--- config.mk ---
export PLATFORM = sky130hd
export DESIGN_NAME = sipo_deserializer
export DESIGN_NICKNAME = d
export VERILOG_FILES = /design/src/rtl/sipo_pkg.sv /design/src/rtl/sipo_shift_core.sv /design/src/rtl/sipo_deserializer.sv
export SDC_FILE = /design/constraint.sdc
export NUM_CORES = 1
export LEC_CHECK = 0
export CORE_ASPECT_RATIO = 1.25
export CORE_MARGIN = 4
export CORE_UTILIZATION = 40
export DETAILED_ROUTE_END_ITERATION = 10
export HOLD_SLACK_MARGIN = 0.06
export PLACE_DENSITY = 0.66
export SYNTH_ARGS = -nofsm -noshare
export SYNTH_HDL_FRONTEND = slang
export SYNTH_SLANG_ARGS = --single-unit
--- constraint.sdc ---
create_clock -name i_clk -period 2.2 [get_ports i_clk]
set_input_delay 0.22 -clock i_clk [delete_from_list [all_inputs] [get_ports i_clk]]
set_output_delay 0.22 -clock i_clk [all_outputs]
set_load 0.005 [all_outputs]
--- src/rtl/sipo_pkg.sv ---
// rtl/sipo_pkg.sv - shared types, defaults and width helper for the SIPO deserializer
package sipo_pkg;

  localparam int SIPO_DEFAULT_WIDTH = 8;

  typedef enum logic {
    ST_ACCUM = 1'b0,
    ST_STALL = 1'b1
  } sipo_state_e;

  function automatic int sipo_cnt_w(input int width);
    return $clog2(width);
  endfunction

endpackage

--- src/rtl/sipo_shift_core.sv ---
// rtl/sipo_shift_core.sv - shift register and bit counter with direction, flush and reset
module sipo_shift_core
  import sipo_pkg::*;
#(
  parameter int WIDTH     = SIPO_DEFAULT_WIDTH,
  parameter bit MSB_FIRST = 1'b1,
  localparam int CW       = sipo_cnt_w(WIDTH)
) (
  input  logic             i_clk,
  input  logic             i_rst,
  input  logic             i_accept,
  input  logic             i_bit,
  input  logic             i_flush,
  output logic [WIDTH-1:0] o_sh,
  output logic [CW-1:0]    o_cnt,
  output logic             o_last_bit
);

  localparam logic [CW-1:0] LAST = CW'(WIDTH - 1);

  logic [WIDTH-1:0] r_sh;
  logic [CW-1:0]    r_cnt;
  logic [WIDTH-1:0] w_shifted;
  logic             w_at_last;

  assign w_at_last = (r_cnt == LAST);

  // Shift the incoming bit in from the side selected by MSB_FIRST
  always_comb begin
    w_shifted = r_sh;
    if (MSB_FIRST) w_shifted = {r_sh[WIDTH-2:0], i_bit};
    else           w_shifted = {i_bit, r_sh[WIDTH-1:1]};
  end

  // Flush wins over an accepted bit, so a bit offered alongside flush is dropped
  always_ff @(posedge i_clk) begin
    if (i_rst) begin
      r_sh  <= '0;
      r_cnt <= '0;
    end else if (i_flush) begin
      r_sh  <= '0;
      r_cnt <= '0;
    end else if (i_accept) begin
      r_sh  <= w_shifted;
      r_cnt <= w_at_last ? '0 : r_cnt + 1'b1;
    end
  end

  assign o_sh       = r_sh;
  assign o_cnt      = r_cnt;
  assign o_last_bit = i_accept && !i_flush && w_at_last;

endmodule

--- src/rtl/sipo_deserializer.sv ---
// rtl/sipo_deserializer.sv - serial-in parallel-out deserializer with one-entry output register
module sipo_deserializer
  import sipo_pkg::*;
#(
  parameter int WIDTH     = SIPO_DEFAULT_WIDTH,
  parameter bit MSB_FIRST = 1'b1,
  localparam int CW       = sipo_cnt_w(WIDTH)
) (
  input  logic             i_clk,
  input  logic             i_rst,
  input  logic             i_bit_in,
  input  logic             i_bit_valid,
  output logic             o_bit_ready,
  input  logic             i_flush,
  output logic [WIDTH-1:0] o_word_out,
  output logic             o_word_valid,
  input  logic             i_word_ready,
  output logic [CW-1:0]    o_bit_count
);

  localparam logic [CW-1:0] LAST = CW'(WIDTH - 1);

  logic [WIDTH-1:0] r_word;
  logic             r_word_valid;
  logic [WIDTH-1:0] w_sh;
  logic [CW-1:0]    w_cnt;
  logic             w_last_bit;
  logic             w_accept;
  logic [WIDTH-1:0] w_done;
  sipo_state_e      w_state;

  sipo_shift_core #(
    .WIDTH     (WIDTH),
    .MSB_FIRST (MSB_FIRST)
  ) u_core (
    .i_clk      (i_clk),
    .i_rst      (i_rst),
    .i_accept   (w_accept),
    .i_bit      (i_bit_in),
    .i_flush    (i_flush),
    .o_sh       (w_sh),
    .o_cnt      (w_cnt),
    .o_last_bit (w_last_bit)
  );

  // Stall only when the final bit would complete a word while the output is still occupied
  always_comb begin
    w_state = ST_ACCUM;
    if (w_cnt == LAST && r_word_valid) w_state = ST_STALL;
  end

  assign o_bit_ready = (w_state == ST_ACCUM);
  assign w_accept    = i_bit_valid && o_bit_ready;

  // Completed word is the current partial word with the final bit applied
  always_comb begin
    w_done = w_sh;
    if (MSB_FIRST) w_done = {w_sh[WIDTH-2:0], i_bit_in};
    else           w_done = {i_bit_in, w_sh[WIDTH-1:1]};
  end

  // Output register: load on word completion, drop valid on take; data is held after a take
  always_ff @(posedge i_clk) begin
    if (i_rst) begin
      r_word       <= '0;
      r_word_valid <= 1'b0;
    end else if (w_last_bit) begin
      r_word       <= w_done;
      r_word_valid <= 1'b1;
    end else if (r_word_valid && i_word_ready) begin
      r_word_valid <= 1'b0;
    end
  end

  assign o_word_out   = r_word;
  assign o_word_valid = r_word_valid;
  assign o_bit_count  = w_cnt;

endmodule

==> results.toml <==
[clock_network]
cts_buffers = 3
cts_setup_buffers = 0
path_clk_slew_ps = 100
clk_latency_ps = 280
cts_tree = "built"
cts_resized = 0
cts_root_buf = "clkbuf_4"
cts.sinks = 19
cts_hold_buf = 0
cts_buffer_depth = 2
htree_levels = 1

[critical_path]
worst_setup_path_start_kind = "flip-flop"
crit_path_end_kind = "output pin"
slowest_stage = "clkdlybuf4s50_1"
cp_data_required_time_ps = 1980
worst_path_largest_cell_delay_ps = 500
worstSetupPathType = "reg2out"
crit_path_max_fanout = 4
critPathLaunch = "u_core.o_cnt[0]$_SDFFE_PP0P_"
crit_chain = "ha_1 -> ha_1 -> nand2_1 -> clkdlybuf4s50_1"
cp.arrival_ps = 1630
cpMostUsedCell = "ha_1"
rr_startpoint = "u_core.o_cnt[0]$_SDFFE_PP0P_"

[final_layout]
nNetsFinal = 107
register_area_um2 = 380
final_layout_size_suffix_gt1_share_pct = 8.16
antenna_cells = 0
final.fill_count = 198
layout_common_cells = "dfxtp_1 (19), clkdlybuf4s50_1 (18), nand2b_1 (16), mux2i_1 (15), or3b_1 (9)"
fin_util_pct = 53.8
area_delta_synth_final_pct = 24.4
multi_input_area_um2 = 463
layout_commonest_cell = "dfxtp_1"
design_area_um2 = 1100

[die]
start_util_pct = 43.2
die_area_um2 = 3040
num_io_pins = 19
die_x_um = 50.1
placementRows = 18
die_h_um = 60.6
fp.coreArea_um2 = 2050

[yosys]
synth.net_count = 88
synth_cell_types = 19
ys_seq_area_share_pct = 42.9
syn_inst = 80
syn_area_per_cell_um2 = 11.1
syn_area_um2 = 886
ys_seq_elements = 19
synth_warnings = 0

[place]
placed_area_um2 = 1080
post-place-ws_ps = 404
io_buffers = 18
dpl.hpwl_mm = 1.07
globalplace.congestion = 0.654

[power]
power.leakage_nw = 0.385
power.density_nw_per_um2 = 508
max-vdd-ir-drop_uv = 306
total_power_uw = 560

[routing]
ant_nets = 0
vias_per_cell = 4.71
wl_per_cell_um = 11.8
first_pass_iters = 2
drc = 0
num_vias = 603
drt_iter0_drc = 3
wl_mm = 1.51

[job]
maxCapViolations = 0

[sta]
fmax_ghz = 0.540
rsz0062_at_grt = "false"
fin_ws_ps = 347
slew_violations = 0
setup_violations = 0
clock-skew-final_ps = 1.67
fin_crit_sh_pct = 84.2
hold_viol_final = 0
layout_min_cycle_time_ps = 1850
fin_tns_setup_ps = 0
worst_slew_pin_slew_ps = 437
slew_headroom_pct = 70.8

[grt]
met3_usage_pct = 3.19
grt_pass1_vias = 603
antenna_found_initial = 0
met1_usage_pct = 13.5
busiest_layer = "met2"
gr-usage-all-layers_pct = 11.3
grt_pass1_wl_mm = 2.57
grt_overflow_total = 0
use_met2_pct = 18.5
grt_max_degree = 22

[worst_hold_path]
hold_path.startpoint = "o_word_out[2]$_SDFFE_PP0P_"
hold_path.class = "reg2reg"

[status]
status = "complete, no violations"
## final timing paths
check | end | slack, ps | cells after the start
worst max-delay path | o_bit_ready | 350 | 4
worst min-delay path | o_word_out[2]$_SDFFE_PP0P_ | 470 | 2
worst max register to register | u_core.o_sh[3]$_SDFFE_PP0P_ | 630 | 5
worst min register to register | o_word_out[2]$_SDFFE_PP0P_ | 470 | 2
## critical path, delay by kind of cell (launching register included)
family	cells	cell delay (ps)
DFF	1	350
and+or+nand+nor	1	70
buffers and inverters	1	500
adders and majority gates	2	420
## cell families (layout without fill, tap and decap cells)
logic type,after synthesis,count (layout),synth area share [%]
compound gates,3,3,2.68
fa+ha+maj,2,2,2.82
buf+inv,6,24,4.80
flops,19,19,42.9
mux,17,17,19.5
simple gates,33,33,27.3
## cell usage after synthesis
| library cell | number | share of area [%] |
|---|---|---|
| dfxtp_1 | 19 | 43 |
| nand2b_1 | 16 | 11 |
| mux2i_1 | 15 | 17 |
| or3b_1 | 9 | 8.9 |
| nor3b_1 | 4 | 3.4 |
| buf_6 | 2 | 2.5 |
| clkbuf_1 | 2 | 0.85 |
| ha_1 | 2 | 2.8 |
| a21boi_1 | 1 | 0.85 |
| and4bb_2 | 1 | 1.4 |
| buf_4 | 1 | 0.85 |
| clkbuf_2 | 1 | 0.56 |
| mux2_1 | 1 | 1.3 |
| mux2_2 | 1 | 1.3 |
| nand2_1 | 1 | 0.42 |
| nor2b_1 | 1 | 0.71 |
| o21ba_2 | 1 | 1.1 |
| o22ai_1 | 1 | 0.71 |
| or4b_1 | 1 | 1.1 |
## cell type report
class / instances / share of cell area, %
Timing Repair Buffer: 20 / 17.7
Multi-Input combinational cell: 55 / 42.0
Sequential cell: 19 / 34.5
Tap cell: 30 / 3.41
Clock buffer: 4 / 2.38
## report_power, final
part	internal [mW]	total (mW)	switching [mW]
registers	0.346	0.347	0.00159
clock network	0.0703	0.171	0.101
logic	0.0235	0.0411	0.0177
## sequential cells by signal, summed over array words and instances, names as in the netlist
register and cells:
u_core.o_cnt 3, o_word_valid 1, u_core.o_sh 7, o_word_out 8
## metrics by stage
| step | std cells | hold slack [ps] |
|---|---|---|
| after global placement | 124 | 459 |
| final | 128 | 473 |
| after CTS | 128 | 480 |
| after global routing | 128 | 494 |
| after detailed placement | 124 | 464 |
| after floorplan | 80 | 376 |
## per-layer routing
layer / wire length (um) / part of all wire (%) / vias to the layer above
li1: - / - / 313
met3: 45 / 3.0 / 2
met2: 692 / 46 / 8
met4: 17 / 1.1 / 0
met1: 757 / 50 / 280
met5: 0 / 0 / -
No activity file was read; power rests on OpenSTA's default activity.
